--- src/rtl/muldiv_pkg.sv ---
// Shared definitions for the iterative RV32M multiply/divide unit:
// funct3 encodings, FSM state encoding and operation-decode helpers.
package muldiv_pkg;

    localparam logic [2:0] F3_MUL    = 3'b000;
    localparam logic [2:0] F3_MULH   = 3'b001;
    localparam logic [2:0] F3_MULHSU = 3'b010;
    localparam logic [2:0] F3_MULHU  = 3'b011;
    localparam logic [2:0] F3_DIV    = 3'b100;
    localparam logic [2:0] F3_DIVU   = 3'b101;
    localparam logic [2:0] F3_REM    = 3'b110;
    localparam logic [2:0] F3_REMU   = 3'b111;

    typedef enum logic [1:0] {
        ST_IDLE = 2'd0,
        ST_CALC = 2'd1,
        ST_FIX  = 2'd2,
        ST_DONE = 2'd3
    } state_e;

    function automatic logic is_div(input logic [2:0] f3);
        return f3[2];
    endfunction

    function automatic logic is_rem(input logic [2:0] f3);
        return f3[2] & f3[1];
    endfunction

    function automatic logic is_signed_a(input logic [2:0] f3);
        return (f3 == F3_MUL) || (f3 == F3_MULH) || (f3 == F3_MULHSU) ||
               (f3 == F3_DIV) || (f3 == F3_REM);
    endfunction

    function automatic logic is_signed_b(input logic [2:0] f3);
        return (f3 == F3_MUL) || (f3 == F3_MULH) || (f3 == F3_DIV) || (f3 == F3_REM);
    endfunction

endpackage

--- src/rtl/muldiv_step.sv ---
// One multiply/divide iteration on magnitudes: conditional add + right shift for
// multiply, left shift + trial subtract/restore for divide, through one adder.
module muldiv_step #(
    parameter int unsigned N = 32
) (
    input  logic         i_div,
    input  logic [N-1:0] i_hi,
    input  logic [N-1:0] i_lo,
    input  logic [N-1:0] i_b,
    output logic [N-1:0] o_hi_c,
    output logic [N-1:0] o_lo_c
);

    logic [N:0]   w_shift;
    logic [N:0]   w_op_a;
    logic [N:0]   w_op_b;
    logic         w_cin;
    logic [N+1:0] w_sum;

    always_comb begin
        w_shift = {i_hi, i_lo[N-1]};
        w_op_a  = {1'b0, i_hi};
        w_op_b  = i_lo[0] ? {1'b0, i_b} : '0;
        w_cin   = 1'b0;
        if (i_div) begin
            w_op_a = w_shift;
            w_op_b = ~{1'b0, i_b};
            w_cin  = 1'b1;
        end
        // For divide, bit N+1 is the no-borrow flag of shifted remainder minus divisor
        w_sum = {1'b0, w_op_a} + {1'b0, w_op_b} + (N+2)'(w_cin);

        o_hi_c = w_sum[N:1];
        o_lo_c = {w_sum[0], i_lo[N-1:1]};
        if (i_div) begin
            if (w_sum[N+1]) begin
                o_hi_c = w_sum[N-1:0];
                o_lo_c = {i_lo[N-2:0], 1'b1};
            end else begin
                o_hi_c = w_shift[N-1:0];
                o_lo_c = {i_lo[N-2:0], 1'b0};
            end
        end
    end

endmodule

--- src/rtl/muldiv_unit.sv ---
// Iterative RV32M multiply/divide unit, one bit per cycle. Defining
// MULDIV_EARLY_OUT_EN sends zero-operand multiplies and zero-dividend divides down the fast path.
module muldiv_unit
    import muldiv_pkg::*;
#(
    parameter int unsigned N = 32
) (
    input  logic         clk,
    input  logic         rst,
    input  logic         start,
    input  logic [2:0]   funct3,
    input  logic [N-1:0] rs1Data,
    input  logic [N-1:0] rs2Data,
    input  logic [4:0]   rdAddress,
    output logic         busy,
    output logic         done,
    output logic [N-1:0] result,
    output logic [4:0]   resultAddress
);

    localparam int unsigned CW = $clog2(N);
    localparam logic [N-1:0] MIN_NEG = {1'b1, (N-1)'(0)};

    state_e        r_state;
    state_e        w_state_nxt;
    logic [2:0]    r_f3;
    logic [N-1:0]  r_hi;
    logic [N-1:0]  r_lo;
    logic [N-1:0]  r_b;
    logic          r_neg;
    logic [CW-1:0] r_cnt;

    logic           w_sign_a, w_sign_b, w_is_div, w_is_rem;
    logic           w_div_zero, w_ovf, w_early, w_fast;
    logic [N-1:0]   w_mag_a, w_mag_b, w_fast_res;
    logic [N-1:0]   w_step_hi, w_step_lo;
    logic [N-1:0]   w_div_raw, w_div_fix, w_fix_res;
    logic [2*N-1:0] w_prod_fix;

    // Accept-time decode: magnitudes and fast-path detection
    always_comb begin
        w_is_div   = is_div(funct3);
        w_is_rem   = is_rem(funct3);
        w_sign_a   = is_signed_a(funct3) & rs1Data[N-1];
        w_sign_b   = is_signed_b(funct3) & rs2Data[N-1];
        w_mag_a    = w_sign_a ? -rs1Data : rs1Data;
        w_mag_b    = w_sign_b ? -rs2Data : rs2Data;
        w_div_zero = w_is_div & (rs2Data == '0);
        w_ovf      = w_is_div & is_signed_b(funct3) & (rs1Data == MIN_NEG) & (rs2Data == '1);
`ifdef MULDIV_EARLY_OUT_EN
        w_early    = w_is_div ? ((rs1Data == '0) && (rs2Data != '0))
                              : ((rs1Data == '0) || (rs2Data == '0));
`else
        w_early    = 1'b0;
`endif
        w_fast     = w_div_zero | w_ovf | w_early;
        w_fast_res = '0;
        if (w_div_zero) begin
            w_fast_res = w_is_rem ? rs1Data : '1;
        end else if (w_ovf) begin
            w_fast_res = w_is_rem ? '0 : rs1Data;
        end
    end

    muldiv_step #(.N(N)) u_step (
        .i_div  (is_div(r_f3)),
        .i_hi   (r_hi),
        .i_lo   (r_lo),
        .i_b    (r_b),
        .o_hi_c (w_step_hi),
        .o_lo_c (w_step_lo)
    );

    // Sign correction of the finished magnitude result
    always_comb begin
        w_prod_fix = r_neg ? -{r_hi, r_lo} : {r_hi, r_lo};
        w_div_raw  = is_rem(r_f3) ? r_hi : r_lo;
        w_div_fix  = r_neg ? -w_div_raw : w_div_raw;
        if (is_div(r_f3)) begin
            w_fix_res = w_div_fix;
        end else if (r_f3 == F3_MUL) begin
            w_fix_res = w_prod_fix[N-1:0];
        end else begin
            w_fix_res = w_prod_fix[2*N-1:N];
        end
    end

    always_ff @(posedge clk or negedge rst) begin
        if (!rst) begin
            r_state <= ST_IDLE;
        end else begin
            r_state <= w_state_nxt;
        end
    end

    always_comb begin
        w_state_nxt = r_state;
        case (r_state)
            ST_IDLE: if (start) w_state_nxt = w_fast ? ST_DONE : ST_CALC;
            ST_CALC: if (r_cnt == '0) w_state_nxt = ST_FIX;
            ST_FIX:  w_state_nxt = ST_DONE;
            ST_DONE: w_state_nxt = ST_IDLE;
            default: w_state_nxt = ST_IDLE;
        endcase
    end

    // Multiply keeps the multiplier in r_lo and the multiplicand in r_b; divide keeps dividend/divisor
    always_ff @(posedge clk or negedge rst) begin
        if (!rst) begin
            busy          <= 1'b0;
            done          <= 1'b0;
            result        <= '0;
            resultAddress <= '0;
            r_f3          <= '0;
            r_hi          <= '0;
            r_lo          <= '0;
            r_b           <= '0;
            r_neg         <= 1'b0;
            r_cnt         <= '0;
        end else begin
            busy <= (r_state != ST_IDLE);
            done <= (r_state == ST_DONE);
            case (r_state)
                ST_IDLE: begin
                    if (start) begin
                        r_f3          <= funct3;
                        resultAddress <= rdAddress;
                        r_cnt         <= CW'(N-1);
                        r_hi          <= '0;
                        r_neg         <= w_is_rem ? w_sign_a : (w_sign_a ^ w_sign_b);
                        r_lo          <= w_is_div ? w_mag_a : w_mag_b;
                        r_b           <= w_is_div ? w_mag_b : w_mag_a;
                        if (w_fast) begin
                            result <= w_fast_res;
                        end
                    end
                end
                ST_CALC: begin
                    r_hi <= w_step_hi;
                    r_lo <= w_step_lo;
                    if (r_cnt != '0) begin
                        r_cnt <= r_cnt - CW'(1);
                    end
                end
                ST_FIX: result <= w_fix_res;
                default: ;
            endcase
        end
    end

endmodule

--- config.mk ---
export PLATFORM = sky130hd
export DESIGN_NAME = muldiv_unit
export DESIGN_NICKNAME = d
export VERILOG_FILES = /design/src/rtl/muldiv_pkg.sv /design/src/rtl/muldiv_step.sv /design/src/rtl/muldiv_unit.sv
export SDC_FILE = /design/constraint.sdc
export NUM_CORES = 1
export LEC_CHECK = 0
export CELL_PAD_IN_SITES_DETAIL_PLACEMENT = 1
export CELL_PAD_IN_SITES_GLOBAL_PLACEMENT = 1
export CORE_UTILIZATION = 45
export CTS_CLUSTER_DIAMETER = 40
export DETAILED_ROUTE_END_ITERATION = 8
export PLACE_DENSITY = 0.85
export SLEW_MARGIN = 30
export SYNTH_ARGS = -nofsm -noshare
export SYNTH_HDL_FRONTEND = slang
export SYNTH_SLANG_ARGS = --single-unit
--- constraint.sdc ---
create_clock -name clk -period 5.3 [get_ports clk]
set_clock_uncertainty 0.15 [all_clocks]
set_input_delay 1.06 -clock clk [delete_from_list [all_inputs] [get_ports clk]]
set_output_delay 1.06 -clock clk [all_outputs]
set_load 0.02 [all_outputs]
==> results.tsv, run 1 <==
stage	metric	value	unit
status	outcome	finished clean	
placement	Post-DP Area	16500	um2
drt	highest routed layer	met4	
synthesis	largest cells by area after synthesis	dfrtp_1, xnor2_1, o21ai_0	
sta	Hold Vio Cnt, Final	0	
global_routing	first-pass GRT wire length	95.6	mm
hold_path	Hold WC Path Type	reg -> reg	
finish	multi-input logic area	10600	um2
sta	unrepaired setup endpoints after global routing	false	
synthesis	warnings from Yosys	0	
finish	share of cells above drive strength 1	9.28	%
clocking	Num CTS Buffers	17	
critical_path	critical path arrival	4980	ps
floorplan	DIE HEIGHT	185	um
drt	met2 routed WL	29.0	mm
critical_path	CP Data Required Time	5490	ps
global_routing	vias in the first global route	15580	
sta	relative slew slack	34.2	%
clocking	Worst-path clk slew	70	ps
power_and_ir_drop	pwr dens	695	nW/um2
sta	final worst path period need	4800	ps
power_and_ir_drop	Psw	6.58	mW
sta	hold_ws	332	ps
drt	DRC	0	
clocking	CTS root buf	clkbuf_16	
sta	Worst-Margin Slew	986	ps
finish	Core Util, Final	52.3	%
sta	Final Setup Violations	0	
floorplan	FP Rows	66	
clocking	CTS Buffer Depth	2	
critical_path	CP max FO	56	
clocking	Setup Buffers After CTS	0	
power_and_ir_drop	combinational group share of total power	68.6	%
finish	storage element area	3660	um2
clocking	htree depth	4	
sta	fin. max-slew vios	0	
placement	HPWL after DPL	49.7	mm
sta	FMAX	208	MHz
synthesis	most common library cells after synthesis	nand2_1, o21ai_0, nor2_1, a21oi_1, clkbuf_1	
synthesis	Top FF cell, synth	dfrtp_1	
power_and_ir_drop	LEAKAGE	6.75	nW
floorplan	Die Area	34400	um2
power_and_ir_drop	Reg power frac	20.8	%
floorplan	Initial Util	46.1	%
power_and_ir_drop	Pint	5.34	mW
power_and_ir_drop	Pwr Total	11.9	mW
drt	wl on met1	26.6	mm
floorplan	die width	185	um
synthesis	Syn Nets	2131	
critical_path	Crit. End Element	register	
synthesis	sequential area share after synthesis	24.2	%
placement	pre-CTS setup slack	198	ps
sta	Tcrit/Tclk final	90.5	%
placement	GP Congestion	0.969	
power_and_ir_drop	Sw Ratio	55.2	%
floorplan	IO Count	114	
drt	vias per cell	6.59	
synthesis	post-synthesis cell type count	85	
synthesis	Synth Area per Inst	7.53	um2
clocking	clock latency on the worst-skew pair	460	ps
placement	DP Cell Count	2436	
synthesis	Synth Cell Area	15100	um2
synthesis	most frequent cell after synthesis	nand2_1	
power_and_ir_drop	Clk pwr share	10.6	%
drt	wire length on met3	5.15	mm
global_routing	pin count of the biggest net entering global routing	91	
global_routing	antenna violations before repair	2	
finish	Filler Cell Count	4096	
drt	drt pass-1 iters	5	
critical_path	CP Launch Type	register	
global_routing	All-Layer GR Usage	37.6	%
critical_path	crit path from	r_f3[2]	
synthesis	Gate Count Post-Synth	2010	
synthesis	share of the synthesized area in the top cell type	24.2	%
global_routing	grt total ovfl	0	
drt	routed wire length	64.4	mm
placement	port bufs	113	
sta	setup_tns	0	ps
drt	ANT nets after route	0	
clocking	clock sink total	146	
finish	P&R area growth vs syn	13.3	%
critical_path	Setup CP Type	reg -> reg	
synthesis	register bit total from synthesis	146	
drt	Vias	16272	
floorplan	Placeable Area	32800	um2
finish	fin cells	2470	
synthesis	Post-synth EDFFs	0	
finish	design area	17100	um2
critical_path	FF-to-FF Start	r_f3[2]	
hold_path	HP Start	result[3]	
run	Max Cap Viol	0	
synthesis	Synth area leader	dfrtp_1	
finish	number of nets in the layout	2134	
power_and_ir_drop	worst vdd ir	0.000317	V
clocking	CTS tree	done	
clocking	CTS hold repair buffers	0	
sta	setup ws final	502	ps
drt	wire per inst	26.1	um
drt	Initial DRC Count	1675	
clocking	cts repair resizes	0	
synthesis	Async S/R FF share, synth	100	%
-- routing by layer --
layer	vias to the layer above	track usage, %
met1	8053	49.4
met4	0	20.7
met5	-	0
met3	156	5.90
met2	773	58.7
li1	7290	-
-- registers in the layout, summed over array words and instances, names as in the netlist, 2 cells and up --
signal and cells:
r_b 32, r_cnt 5, r_f3 3, r_hi 32, r_lo 32, r_state 2, result 32, resultAddress 5
-- kinds of logic after synthesis --
kind of cell | count (synthesis) | share of synthesized area (%)
AOI/OAI and AO/OA | 627 | 25.9
adders and majority gates | 46 | 3.90
and+or+nand+nor | 677 | 21.7
buffers and inverters | 218 | 5.64
DFF | 146 | 24.2
muxes | 125 | 8.78
xor gates and xnor gates | 171 | 9.90
-- final timing paths --
check / end / slack [ps] / cells after the start
worst max-delay path: r_hi[27] / 500 / 14
worst min-delay path: result[3] / 330 / 1
worst max register to register: r_hi[27] / 500 / 14
worst min register to register: result[3] / 330 / 1
max in group asynchronous: r_b[22] / 3640 / 2
min in group asynchronous: result[16] / 510 / 1
-- placed cells by master (no fill, tap or decap), types with 19 or more instances in the layout --
cell and count:
inv_1 34, nand3_1 29, dfrtp_1 144, buf_4 52, a21o_1 19, mux2i_1 64
nand2_1 228, or3_1 22, o31ai_1 42, o21ai_1 26, o21ai_0 185, ha_1 44
xnor2_1 106, a21oi_1 169, nor4_1 25, nor2_1 171, nor3_1 65, mux2_2 61
xor2_1 65, clkdlybuf4s50_1 111, a211oi_1 30, and3_1 25
-- power by group through the flow --
stage / Clock (mW) / Sequential, mW / Combinational, mW
CTS: 1.27 / 2.43 / 8.02
finish: 1.26 / 2.48 / 8.17
global route: 1.31 / 2.52 / 8.75
global placement: 0 / 2.41 / 7.68
floorplan: 0 / 1.98 / 5.76
detailed placement: 0 / 2.44 / 7.94
-- worst max-delay path: stages (launching register included) --
cell and delay [ps]:
dfrtp_4 630, buf_12 310, mux2_2 380, inv_1 70, fa_1 200, inv_1 70
fa_1 420, a211oi_1 270, o21ai_0 190, o31a_1 330, a221o_1 450, a211o_1 370
a41o_1 300, xor2_1 160, a221o_1 360
-- cell type report --
| class | count | share of cell area (%) |
|---|---|---|
| Clock inverter | 14 | 0.956 |
| Sequential cell | 146 | 21.3 |
| Antenna cell | 2 | 0.0292 |
| Clock buffer | 18 | 2.50 |
| Multi-Input combinational cell | 1646 | 62.1 |
| Inverter | 35 | 0.766 |
| Timing Repair Buffer | 167 | 9.09 |
| Tap cell | 442 | 3.23 |
Note: power is estimated with default switching activity, not from simulation.
==> run 2: changes to the inputs <==
- SLEW_MARGIN: 30 -> default
==> results.tsv, run 2 (synthesis gave the netlist of run 1 again) <==
stage	metric	value	unit	change
critical_path	delay of the slowest critical-path stage	640	ps	about the same
run	Max Cap Viol	0		unchanged
global_routing	pin count of the biggest net entering global routing	91		unchanged
clocking	cts repair resizes	0		unchanged
status	outcome	finished clean		
critical_path	CP max FO	33		-41%
global_routing	first-pass GRT wire length	95.6	mm	unchanged
critical_path	critical path arrival	5000	ps	+20 ps
drt	drt pass-1 iters	8		+3
power_and_ir_drop	Psw	6.60	mW	+0.40%
drt	ANT nets after route	0		unchanged
sta	setup ws final	489	ps	-12.9 ps
critical_path	Slowest-stage cell, CP	o21ai_0		
floorplan	die width	185	um	unchanged
critical_path	CP top delay family	compound AO/OA/AOI/OAI gates		
placement	Post-DP Area	16500	um2	unchanged
power_and_ir_drop	Clk pwr share	10.6	%	about the same
sta	Final Setup Violations	0		unchanged
power_and_ir_drop	Pint	5.34	mW	about the same
power_and_ir_drop	combinational group share of total power	68.6	%	about the same
hold_path	HP Start	result[3]		
finish	most frequent cells in the layout	nand2_1, o21ai_0, nor2_1, a21oi_1, dfrtp_1		
critical_path	CP Data Required Time	5490	ps	about the same
power_and_ir_drop	Sw Ratio	55.3	%	+0.099 points
sta	hold_ws	332	ps	+0.0230 ps
clocking	CTS tree	done		
sta	relative slew slack	27.5	%	-6.7 points
power_and_ir_drop	worst vdd ir	0.000317	V	+0.26%
critical_path	Worst R2R Setup Slack	490	ps	about the same
floorplan	Placeable Area	32800	um2	unchanged
critical_path	FF-to-FF Start	r_f3[2]		
sta	fin. max-slew vios	0		unchanged
critical_path	CP Launch Type	register		
sta	unrepaired setup endpoints after global routing	false		
clocking	Setup Buffers After CTS	0		unchanged
sta	Hold Vio Cnt, Final	0		unchanged
critical_path	Crit path buffers/inverters	3		unchanged
clocking	htree depth	4		unchanged
drt	routed wire length	64.6	mm	+0.33%
power_and_ir_drop	Reg power frac	20.8	%	about the same
global_routing	All-Layer GR Usage	37.6	%	unchanged
clocking	CTS root buf	clkbuf_16		
sta	Worst-Margin Slew	1080	ps	+97.7 ps
drt	Initial DRC Count	1666		-0.54%
critical_path	cell breakdown of the critical path	inv_2 > o21ai_0 > ha_1 > a21oi_1 > inv_1 > a31oi_1 > o21ai_0 > a22o_1 > a31oi_1 > nand2_1 > buf_4 > and3_1 > o31ai_1		
sta	final worst path period need	4810	ps	+12.9 ps
critical_path	Worst Reg-to-Reg Cells	13		-1
drt	Vias	16352		+0.49%
placement	port bufs	113		unchanged
placement	HPWL after DPL	49.7	mm	unchanged
floorplan	IO Count	114		unchanged
floorplan	DIE HEIGHT	185	um	unchanged
critical_path	Crit. End Element	register		
placement	pre-CTS setup slack	198	ps	unchanged
clocking	Num CTS Buffers	17		unchanged
global_routing	vias in the first global route	15580		unchanged
global_routing	antenna violations before repair	2		unchanged
clocking	CTS hold repair buffers	0		unchanged
clocking	clock latency on the worst-skew pair	460	ps	about the same
clocking	clock sink total	146		unchanged
hold_path	Hold WC Path Type	reg -> reg		
floorplan	Die Area	34400	um2	unchanged
sta	Tcrit/Tclk final	90.8	%	+0.24 points
drt	DRC	0		unchanged
power_and_ir_drop	pwr dens	697	nW/um2	+0.25%
critical_path	Setup CP Type	reg -> reg		
clocking	CTS Buffer Depth	2		unchanged
finish	share of cells above drive strength 1	9.23	%	-0.049 points
hold_path	Hold Path Stages	1		unchanged
clocking	Worst-path clk slew	70	ps	about the same
drt	wire per inst	26.2	um	+0.37%
global_routing	grt total ovfl	0		unchanged
power_and_ir_drop	Pwr Total	11.9	mW	+0.22%
placement	GP Congestion	0.969		unchanged
floorplan	Initial Util	46.1	%	unchanged
sta	FMAX	208	MHz	-0.27%
finish	number of nets in the layout	2134		unchanged
finish	design area	17100	um2	about the same
critical_path	FF-to-FF End	r_hi[6]		
finish	commonest non-fill, non-tap cell in the layout	nand2_1		
sta	setup_tns	0	ps	unchanged
hold_path	Hold EP	result[3]		
floorplan	FP Rows	66		unchanged
power_and_ir_drop	LEAKAGE	6.75	nW	about the same
finish	P&R area growth vs syn	13.3	%	about the same
drt	vias per cell	6.62		+0.53%
## run 2: cell count changes in the layout (fill, tap and decap cells not counted)
cell / delta
nor2_2: -1
nor2_1: +1
diode_2: -1
## run 2: routing by layer
layer  GRT usage [%]  vias up  routed length (um)
met3            5.90      151                4970
li1                -     7287                   -
met4            20.7        0                3560
met1            49.4     8132               27000
met2            58.7      782               29100
met5               0        -                   0
## run 2: final cells by class
cell class                 instances  area (um2)
multi-input combinational       1646       10600
inverter                          35         131
tap                              442         553
clock inverter                    14         164
clock buffer                      18         429
fill                            4096       15600
antenna                            1        2.50
sequential                       146        3660
timing repair buffer             167        1560
## run 2: power groups by stage
stage,clock network (mW),logic [mW],registers [mW]
floorplan,0,5.76,1.98
global placement,0,7.68,2.41
detailed placement,0,7.94,2.44
CTS,1.27,8.02,2.43
global route,1.31,8.75,2.52
finish,1.27,8.19,2.48
## run 2: worst max-delay path by stage
| stage | slack (ps) | startpoint | endpoint | cells past startpoint |
|---|---|---|---|---|
| floorplan | 460 | r_f3[2] | r_hi[27] | 14 |
| global placement | 460 | rs1Data[24] | result[23] | 10 |
| detailed placement | 200 | rs1Data[24] | result[23] | 10 |
| CTS | 540 | r_f3[2] | r_hi[27] | 14 |
| global route | 220 | r_f3[2] | r_hi[6] | 13 |
| finish | 490 | r_f3[2] | r_hi[6] | 13 |
## run 2: stage by stage
step | cells | utilization, %
after floorplan | 2010 | -
after global placement | 2436 | 50.5
after detailed placement | 2436 | 50.5
after CTS | 2468 | 52.3
after global routing | 2468 | 52.3
final | 2469 | 52.3
## run 2: worst reg2reg max path, stage by stage, from the launching register on
cell and delay (ps):
dfrtp_4 630, inv_2 270, o21ai_0 650, ha_1 410, a21oi_1 210, inv_1 100, a31oi_1 170, o21ai_0 230
a22o_1 270, a31oi_1 260, nand2_1 450, buf_4 370, and3_1 200, o31ai_1 330
